## src/rtl/move_pkg.sv

```systemverilog
// Shared definitions for the square-object movement path: screen limits
// (also used by the collision detector), position widths, the estado
// encoding and the clamp helper used on both axes.
package move_pkg;

   // Visible-area limits in pixels
   localparam int MONITOR_MIN_X = 1;
   localparam int MONITOR_MAX_X = 640;
   localparam int MONITOR_MIN_Y = 1;
   localparam int MONITOR_MAX_Y = 480;

   // Position register widths and the signed width used for position arithmetic
   localparam int X_W    = 10;
   localparam int Y_W    = 9;
   localparam int CALC_W = 12;

   // Limits pre-cast to the arithmetic width
   localparam logic signed [CALC_W-1:0] MIN_X_C = CALC_W'(MONITOR_MIN_X);
   localparam logic signed [CALC_W-1:0] MAX_X_C = CALC_W'(MONITOR_MAX_X);
   localparam logic signed [CALC_W-1:0] MIN_Y_C = CALC_W'(MONITOR_MIN_Y);
   localparam logic signed [CALC_W-1:0] MAX_Y_C = CALC_W'(MONITOR_MAX_Y);

   typedef enum logic [1:0] {
      PARADO    = 2'd0,
      MOVENDO   = 2'd1,
      BLOQUEADO = 2'd2
   } estado_t;

   // Clamp a candidate position into [lo, hi]. When the object is too large
   // to fit (hi below lo) the current position is kept instead.
   function automatic logic signed [CALC_W-1:0] clamp_pos(
      input logic signed [CALC_W-1:0] val,
      input logic signed [CALC_W-1:0] lo,
      input logic signed [CALC_W-1:0] hi,
      input logic signed [CALC_W-1:0] cur
   );
      logic signed [CALC_W-1:0] res;
      if (hi < lo)
         res = cur;
      else if (val < lo)
         res = lo;
      else if (val > hi)
         res = hi;
      else
         res = val;
      return res;
   endfunction

endpackage

```

## src/rtl/move_objeto_gera_tick.sv

```systemverilog
// gera_tick: free-running divider producing a one-cycle pulse every
// STEP_DIV clock cycles. The pulse is high while the counter sits at
// STEP_DIV-1; with STEP_DIV=1 it is high every cycle.
module gera_tick #(
   parameter int STEP_DIV = 416000
) (
   input  logic clk,
   input  logic reset,
   output logic tick
);

   localparam int CW = (STEP_DIV > 1) ? $clog2(STEP_DIV) : 1;
   localparam logic [CW-1:0] LAST = CW'(STEP_DIV - 1);

   logic [CW-1:0] cnt;

   assign tick = (cnt == LAST);

   // Counter runs 0..STEP_DIV-1 and wraps, independent of any other input
   always_ff @(posedge clk or posedge reset) begin
      if (reset)
         cnt <= '0;
      else if (tick)
         cnt <= '0;
      else
         cnt <= cnt + CW'(1);
   end

endmodule

```

## src/rtl/move_objeto.sv

```systemverilog
// move_objeto: keyboard-driven movement of the on-screen square. On each
// movement tick the held direction keys are combined with the collision
// flags, the new position is clamped to the visible area and estado reports
// whether the object is idle, moving or blocked.
// Optional build macro MOVE_OBJETO_ACCEL_EN: step doubles after every
// ACCEL_TICKS consecutive moving ticks (up to 4*STEP).
module move_objeto
   import move_pkg::*;
#(
   parameter int STEP_DIV    = 416000,
   parameter int STEP        = 2,
   parameter int X_INIT      = 320,
   parameter int Y_INIT      = 240,
   parameter int ACCEL_TICKS = 8
) (
   input  logic           VGA_clk,
   input  logic           reset,
   input  logic [6:0]     tamanho,
   input  logic           key_right,
   input  logic           key_left,
   input  logic           key_down,
   input  logic           key_up,
   input  logic           colisao_max_x,
   input  logic           colisao_min_x,
   input  logic           colisao_max_y,
   input  logic           colisao_min_y,
   output logic [X_W-1:0] xPos,
   output logic [Y_W-1:0] yPos,
   output logic [1:0]     estado
);

   localparam logic signed [CALC_W-1:0] STEP_C = CALC_W'(STEP);

   logic tick;

   gera_tick #(
      .STEP_DIV(STEP_DIV)
   ) u_gera_tick (
      .clk   (VGA_clk),
      .reset (reset),
      .tick  (tick)
   );

   estado_t                  estado_q;
   estado_t                  estado_next;
   logic [X_W-1:0]           x_next;
   logic [Y_W-1:0]           y_next;
   logic signed [CALC_W-1:0] step;
   logic signed [CALC_W-1:0] dx;
   logic signed [CALC_W-1:0] dy;
   logic signed [CALC_W-1:0] x_cur;
   logic signed [CALC_W-1:0] y_cur;
   logic signed [CALC_W-1:0] x_hi;
   logic signed [CALC_W-1:0] y_hi;
   logic signed [CALC_W-1:0] x_new;
   logic signed [CALC_W-1:0] y_new;
   logic                     any_key;
   logic                     changed;

   assign estado = estado_q;

`ifdef MOVE_OBJETO_ACCEL_EN
   localparam int HOLD_W = (ACCEL_TICKS > 1) ? $clog2(ACCEL_TICKS) : 1;
   localparam logic [HOLD_W-1:0]        HOLD_LAST = HOLD_W'(ACCEL_TICKS - 1);
   localparam logic signed [CALC_W-1:0] STEP_MAX  = CALC_W'(4 * STEP);

   logic [HOLD_W-1:0]        hold_cnt;
   logic [HOLD_W-1:0]        hold_next;
   logic signed [CALC_W-1:0] step_next;

   // Acceleration: count consecutive moving ticks, double step each time the
   // run reaches ACCEL_TICKS; any idle or blocked tick drops back to STEP
   always_comb begin
      hold_next = hold_cnt;
      step_next = step;
      if (tick) begin
         if (estado_next == MOVENDO) begin
            if (hold_cnt == HOLD_LAST) begin
               hold_next = '0;
               if (step < STEP_MAX)
                  step_next = step <<< 1;
            end else begin
               hold_next = hold_cnt + HOLD_W'(1);
            end
         end else begin
            hold_next = '0;
            step_next = STEP_C;
         end
      end
   end

   // Acceleration state register
   always_ff @(posedge VGA_clk or posedge reset) begin
      if (reset) begin
         hold_cnt <= '0;
         step     <= STEP_C;
      end else begin
         hold_cnt <= hold_next;
         step     <= step_next;
      end
   end
`else
   assign step = STEP_C;
`endif

   // Per-axis step request and clamped candidate position
   always_comb begin
      dx = '0;
      dy = '0;
      if (key_right && !key_left && !colisao_max_x)
         dx = step;
      else if (key_left && !key_right && !colisao_min_x)
         dx = -step;
      if (key_down && !key_up && !colisao_max_y)
         dy = step;
      else if (key_up && !key_down && !colisao_min_y)
         dy = -step;

      x_cur = $signed({2'b00, xPos});
      y_cur = $signed({3'b000, yPos});
      x_hi  = MAX_X_C - $signed({5'b00000, tamanho});
      y_hi  = MAX_Y_C - $signed({5'b00000, tamanho});
      x_new = clamp_pos(x_cur + dx, MIN_X_C, x_hi, x_cur);
      y_new = clamp_pos(y_cur + dy, MIN_Y_C, y_hi, y_cur);

      any_key = key_right | key_left | key_down | key_up;
      changed = (x_new != x_cur) || (y_new != y_cur);
   end

   // Next position and estado: only a tick changes anything
   always_comb begin
      x_next      = xPos;
      y_next      = yPos;
      estado_next = estado_q;
      if (tick) begin
         x_next = x_new[X_W-1:0];
         y_next = y_new[Y_W-1:0];
         if (!any_key)
            estado_next = PARADO;
         else if (changed)
            estado_next = MOVENDO;
         else
            estado_next = BLOQUEADO;
      end
   end

   // Position and estado registers
   always_ff @(posedge VGA_clk or posedge reset) begin
      if (reset) begin
         xPos     <= X_W'(X_INIT);
         yPos     <= Y_W'(Y_INIT);
         estado_q <= PARADO;
      end else begin
         xPos     <= x_next;
         yPos     <= y_next;
         estado_q <= estado_next;
      end
   end

endmodule

```

## config.mk

```make
export PLATFORM = sky130hd
export DESIGN_NAME = move_objeto
export DESIGN_NICKNAME = d
export VERILOG_FILES = /design/src/rtl/move_pkg.sv /design/src/rtl/move_objeto_gera_tick.sv /design/src/rtl/move_objeto.sv
export SDC_FILE = /design/constraint.sdc
export NUM_CORES = 1
export LEC_CHECK = 0
export ABC_AREA = 1
export ABC_CLOCK_PERIOD_IN_PS = 4200
export BUFFER_PORTS_ARGS = -buffer_cell sky130_fd_sc_hd__buf_2
export CELL_PAD_IN_SITES_DETAIL_PLACEMENT = 2
export CELL_PAD_IN_SITES_GLOBAL_PLACEMENT = 2
export CORE_MARGIN = 2
export CORE_UTILIZATION = 33
export DETAILED_ROUTE_END_ITERATION = 8
export PLACE_DENSITY = 0.78
export SYNTH_ARGS = -nofsm -noshare
export SYNTH_HDL_FRONTEND = slang
export SYNTH_HIERARCHICAL = 1
export SYNTH_SLANG_ARGS = --single-unit
```

## constraint.sdc

```tcl
create_clock -name VGA_clk -period 4.2 [get_ports VGA_clk]
set_input_delay 0.63 -clock VGA_clk [delete_from_list [all_inputs] [get_ports VGA_clk]]
set_output_delay 0.63 -clock VGA_clk [all_outputs]
set_load 0.01 [all_outputs]
```

# After elaboration in Yosys (flattened, before gate mapping)
# Cells that the tools add are included.
[classes] add_sub_neg=5 magnitude_cmp=6 eq_ne=3 muxes=13 n_bitwise=3 reduce_logical=17
[op_table] operator="$mux W12" n=10
[op_table] operator="$lt A12 B2 Y1 const B" n=2
[op_table] operator="$add A19 B1 Y19 const B" n=1
[op_table] operator="$eq A19 B19 Y1 const B" n=1
[op_table] operator="$mux W19" n=1
[op_table] operator="$add A10 B12 Y12" n=1
[op_table] operator="$add A11 B12 Y12" n=1
[op_table] operator="$gt A12 B10 Y1" n=1
[op_table] operator="$gt A12 B11 Y1" n=1
[op_table] operator="$ne A12 B10 Y1" n=1
[op_table] operator="$ne A12 B11 Y1" n=1
[op_table] operator="$lt A11 B2 Y1 const B" n=1
[op_table] operator="$sub A10 B7 Y11 const A" n=1
[op_table] operator="$lt A10 B2 Y1 const B" n=1
[op_table] operator="$sub A9 B7 Y10 const A" n=1
[op_table] operator="$logic_and A1 B1 Y1" n=8
[op_table] operator="$logic_not A1 Y1" n=8
[op_table] operator="$mux W2" n=2
[op_table] operator="$or A1 B1 Y1" n=3
[op_table] operator="$logic_or A1 B1 Y1" n=1
[word_totals] register_bits=40 in_bits=17

# Depth between registers and ports, before layout
[logic_depth] word_depth=14 ltp_mapped=33

# By module
# The synthesis kept the hierarchy.
[modules_own_cells] mod="move_objeto" instances=1 cells_per_inst=550 area_per_inst_um2=3234.4 seq_area_each_um2=533.0
[modules_own_cells] mod="gera_tick" instances=1 cells_per_inst=138 area_per_inst_um2=1073.5 seq_area_each_um2=475.5

# Worst setup path before layout
# No wires, ideal clock.
[synth_timing] path_type="input to register" startpoint="input key_down" endpoint="register estado_q[0] (netlist: estado[0])" t_arrival_ps=4330 required_time_ps=4083 slack_ps=-247 cell_stages=32 n_path_buf=0 path_cell_list="nor3_1 -> inv_1 -> o31ai_1 -> ha_1 -> fa_1 -> nand2_1 -> nand2_1 -> nand3_1 -> nand2_1 -> a21o_1 -> xor2_1 -> inv_1 -> ha_1 -> nand2_1 -> nor3_1 -> nand4_1 -> nand2_1 -> inv_1 -> nand2_1 -> nand2_2 -> nand2_4 -> nand2_1 -> nand2_1 -> nand2_1 -> nand2_1 -> nand2_1 -> nor2_1 -> nand2_1 -> nor2_1 -> nand3_1 -> nand2_1 -> nand2_1"
[synth_via] elab_chain_len=14 elab_cells_between_ends=19
[synth_rtl] item="start, declared" line_no="move_objeto.sv:21" rtl="input logic key_down,"
[synth_rtl] item="$logic_not A1 Y1" line_no="move_objeto.sv:116" rtl="else if (key_up && !key_down && !colisao_min_y)"
[synth_rtl] item="$logic_and A1 B1 Y1 (2 in series)" line_no="move_objeto.sv:116"
[synth_rtl] item="$mux W12" line_no="move_objeto.sv:116"
[synth_rtl] item="$mux W12" line_no="move_objeto.sv:114" rtl="if (key_down && !key_up && !colisao_max_y)"
[synth_rtl] item="$add A10 B12 Y12" line_no="move_objeto.sv:124" rtl="y_new = clamp_pos(y_cur + dy, MIN_Y_C, y_hi, y_cur);"
[synth_rtl] item="$gt A12 B10 Y1" line_no="move_pkg.sv:42" rtl="else if (val > hi)"
[synth_rtl] item="$mux W12" line_no="move_pkg.sv:42"
[synth_rtl] item="$mux W12" line_no="move_pkg.sv:40" rtl="else if (val < lo)"
[synth_rtl] item="$mux W12" line_no="move_pkg.sv:38" rtl="if (hi < lo)"
[synth_rtl] item="$ne A12 B10 Y1" line_no="move_objeto.sv:127" rtl="changed = (x_new != x_cur) || (y_new != y_cur);"
[synth_rtl] item="$logic_or A1 B1 Y1" line_no="move_objeto.sv:127"
[synth_rtl] item="$mux W2" line_no="move_objeto.sv:140" rtl="else if (changed)"
[synth_rtl] item="$mux W2 (*)" line_no="move_objeto.sv:138" rtl="if (!any_key)"
[synth_rtl] item="end signal, assigned" line_no="move_objeto.sv:156" rtl="estado_q <= estado_next;"
[synth_rtl] item="end, declared" line_no="move_objeto.sv:44" rtl="estado_t estado_q;"
# Every way passes the cells marked *; elsewhere a longest branch is shown, timed or not.
# A chain may end at the register's enable or synchronous reset.

# Worst setup path in the final report
[layout_timing] startpoint="input key_left" endpoint="register estado_q[0] (netlist: estado[0])"
[layout_via] elab_chain_len=13 elab_cells_between_ends=20
[layout_rtl] item="start, declared" line_no="move_objeto.sv:20" rtl="input logic key_left,"
[layout_rtl] item="$logic_and A1 B1 Y1 / $logic_not A1 Y1 (equally long branches)" line_no="move_objeto.sv:112, move_objeto.sv:110"
[layout_rtl] item="$logic_and A1 B1 Y1, on equally long branches" line_no="move_objeto.sv:112, move_objeto.sv:110"
[layout_rtl] item="$mux W12 / $logic_and A1 B1 Y1 (equally long branches)" line_no="move_objeto.sv:112, move_objeto.sv:110"
[layout_rtl] item="$mux W12" line_no="move_objeto.sv:110" rtl="if (key_right && !key_left && !colisao_max_x)"
[layout_rtl] item="$add A11 B12 Y12" line_no="move_objeto.sv:123" rtl="x_new = clamp_pos(x_cur + dx, MIN_X_C, x_hi, x_cur);"
[layout_rtl] item="$gt A12 B11 Y1" line_no="move_pkg.sv:42"
[layout_rtl] item="$mux W12" line_no="move_pkg.sv:42"
[layout_rtl] item="$mux W12" line_no="move_pkg.sv:40"
[layout_rtl] item="$mux W12" line_no="move_pkg.sv:38"
[layout_rtl] item="$ne A12 B11 Y1" line_no="move_objeto.sv:127"
[layout_rtl] item="$logic_or A1 B1 Y1" line_no="move_objeto.sv:127"
[layout_rtl] item="$mux W2" line_no="move_objeto.sv:140"
[layout_rtl] item="$mux W2 (*)" line_no="move_objeto.sv:138"
# Marks and branches as above.

==> summary.txt <==
Worst setup path
  • CP max FO: 6
  • Crit path max-delay family: simple AND/OR/NAND/NOR gates
  • Critical-path top delay cell: fa_2
  • Critical Path Most Common Cell: nand2_1
  • Startpoint types: primary input
  • Slowest stage delay, CP: 0.40 ns
  • Worst Setup End Kind: register
  • CP bufs+invs: 6
  • Critical Path RT: 4.40 ns
  • Critical setup path kind: in -> reg
  • Crit path DAT: 4.37 ns

CTS
  • Inserted Clock Buffers: 5
  • Clock Latency Late Sink: 0.31 ns
  • Root buf cell: clkbuf_16
  • Clock sinks: 40
  • Register clock-pin slew on the reported worst setup and hold paths: 0.07 ns
  • CTS Hold Bufs: 0
  • Number of H-tree levels: 2
  • Longest Clk Path Bufs: 2
  • TritonCTS clock tree: yes

Global routing
  • Largest net degree at the start of global routing: 26
  • Busiest grt layer: met2
  • Gr ovfl total: 0
  • Initial antenna violation count: 0
  • Met1 GRT Util: 0.285
  • Total track usage: 0.247
  • First-pass GRT wire length: 27900 um
  • Vias in the first global route: 5402
  • Grt met2 use: 0.482
  • GR met3 Demand/Resource: 0.0174

Pwr
  • Pleak: 3.17 nW
  • PD cells: 276 mW/mm2
  • Internal power: 925 uW
  • Pwr Total: 1.56 mW
  • Clock power frac: 0.309
  • Peak supply drop: 0.140 mV
  • Part of the power in combinational logic: 0.441
  • Net Sw Power: 634 uW
  • Sequential group share of total power: 0.250
  • Net Sw Frac: 0.407

Synthesis
  • Top post-synthesis cells by area: dfrtp_1, nand2_1, ha_1, inv_1, nand3_1
  • Synth top area share: 0.198
  • Sequential area share after synthesis: 0.234
  • Top-count cell post-synth: nand2_1
  • Async set-reset flop share out of synthesis: 1.00
  • Flops & latches, synth: 40
  • Top post-synthesis cells by count: nand2_1, inv_1, nor2_1, nand3_1, dfrtp_1
  • Syn Area/Cell: 6.26 um2
  • Mapped Cells: 688
  • Leading area contributor after synthesis: dfrtp_1
  • Most used DFF post-synth: dfrtp_1
  • Syn_nets: 740
  • YS warnings: 6
  • Synth Cell Area: 0.00431 mm2
  • Post-synth EDFFs: 0
  • Synth unique cells: 40

Timing
  • Worst-Margin Slew: 0.970 ns
  • Final period utilization: 0.993
  • Max-Slew Margin vs Limit: 0.353
  • Worst clock skew: 0.00949 ns
  • Max Clk Rate: 240 MHz
  • Final setup vio count: 0
  • Fin Setup TNS: 0 ns
  • Slew Limit Fails: 0
  • Min Tclk post-route: 4.17 ns
  • Final Hold Vio Count: 0
  • Worst Hold Slack: 0.494 ns
  • RSZ-0062 raised after global routing: true

Placement
  • DP HPWL: 13200 um
  • Gpl congestion: 0.851
  • I/O Buffers: 37
  • Placed cells: 927

Die
  • Chip width: 118 um
  • Core Rows: 41
  • Core footprint: 0.0127 mm2
  • I/O pin count: 38
  • Die ar.: 0.0140 mm2
  • Initial Utilization: 0.340
  • Die height: 118 um

Cells and area
  • Fill count: 1540
  • Layout cells sized above 1: 0.280
  • FF/Latch Area: 0.00101 mm2
  • Antenna diode count: 0
  • Area delta synth->final: 31.1%
  • Fin cells: 955
  • Post-layout util: 0.446
  • Area of the multi-input gates: 0.00317 mm2
  • Nets: 834

Drt
  • Vias: 5068
  • First-pass detailed-route iteration total: 4
  • Routed WL: 20500 um
  • Post-DRT Antenna Nets: 0
  • Vias/cell: 5.31
  • Avg WL per Cell: 21.5 um
  • Post-route DRC: 0
  • Iter 0 DRT Violations: 217

Run
  • Max-cap violations: 0

Outcome
  • Status: complete, no violations

Hold path
  • HP Class: in -> async
==> logic make-up (layout without fill, tap and decap cells) <==
kind of cell,Yosys count,in the layout,share of synthesized area
and+or+nand+nor,412,414,0.434
buffers and inverters,126,219,0.112
AOI/OAI and AO/OA,56,56,0.0761
DFF,40,40,0.234
adders and majority gates,35,35,0.105
xor gates and xnor gates,19,19,0.0386
==> metal layers <==
metal,share of wire,vias to the layer above
met5,0,-
met1,0.40,2545
met2,0.53,98
met3,0.028,53
li1,-,2372
met4,0.042,0
==> cells in the final DEF (no fill, tap or decap), types with 3 or more instances in the layout <==
cell type	instances
clkbuf_16	5
nor2_1	55
nor3_1	3
ha_4	3
a21oi_2	4
o21ai_0	21
inv_2	14
xor2_1	12
a21oi_1	18
dfstp_2	6
dfrtp_1	34
nand2_4	7
nand2_1	195
buf_4	51
buf_6	5
nor2_4	7
nor2_2	17
ha_2	3
inv_1	101
nand3_1	50
nand3_2	9
nand4_1	33
nand3_4	5
ha_1	27
buf_2	36
nand2_2	26
==> path summary, 6_finish.rpt <==
kind	endpoint	slack, ns	cells after the start	startpoint
max	estado[0]	0.03	28	key_left
min reg2reg	estado[0]	0.51	2	estado[0]
max in group asynchronous	yPos[8]	3.05	2	reset
max reg2reg	estado[0]	0.30	28	yPos[1]
min in group VGA_clk	estado[0]	0.51	2	estado[0]
min	u_gera_tick/cnt[11]	0.49	2	reset
==> sequential cells by signal, summed over array words and instances, names as in the netlist <==
name	count
yPos	9
u_gera_tick/cnt	19
xPos	10
estado	2
==> power by group through the flow <==
stage	registers, mW	clock network [mW]	logic (mW)
2_1_floorplan	0.397	0	0.335
3_3_place_gp	0.397	0	0.491
3_5_place_dp	0.397	0	0.519
4_1_cts	0.390	0.468	0.550
5_1_grt	0.390	0.497	0.750
6_report	0.390	0.482	0.687
==> through the flow <==
stage          cell area, um2  setup slack, ns
6_report                 5650           0.0285
5_1_grt                  5650           -0.256
4_1_cts                  5200           0.0117
3_5_place_dp             4960           -0.413
3_3_place_gp             4960           -0.271
2_1_floorplan            4310           0.0838
==> repair_timing <==
| item | 4_1_cts | 5_1_grt |
|---|---|---|
| endpoints found under the setup margin | 2 | 2 |
| hold endpoints to repair | 0 | 0 |
| resized for setup | 9 | 76 |
| cloned | 0 | 2 |
| pin swaps | 3 | 41 |
| setup buffers | 3 | 15 |
==> final cells by class <==
cell class                 instances  area share
multi-input combinational        524       0.561
sequential                        40       0.179
timing repair buffer              93       0.112
inverter                         118      0.0795
tap                              172      0.0381
clock buffer                       5      0.0222
clock inverter                     3     0.00842
Note: power is estimated with default switching activity, not from simulation.
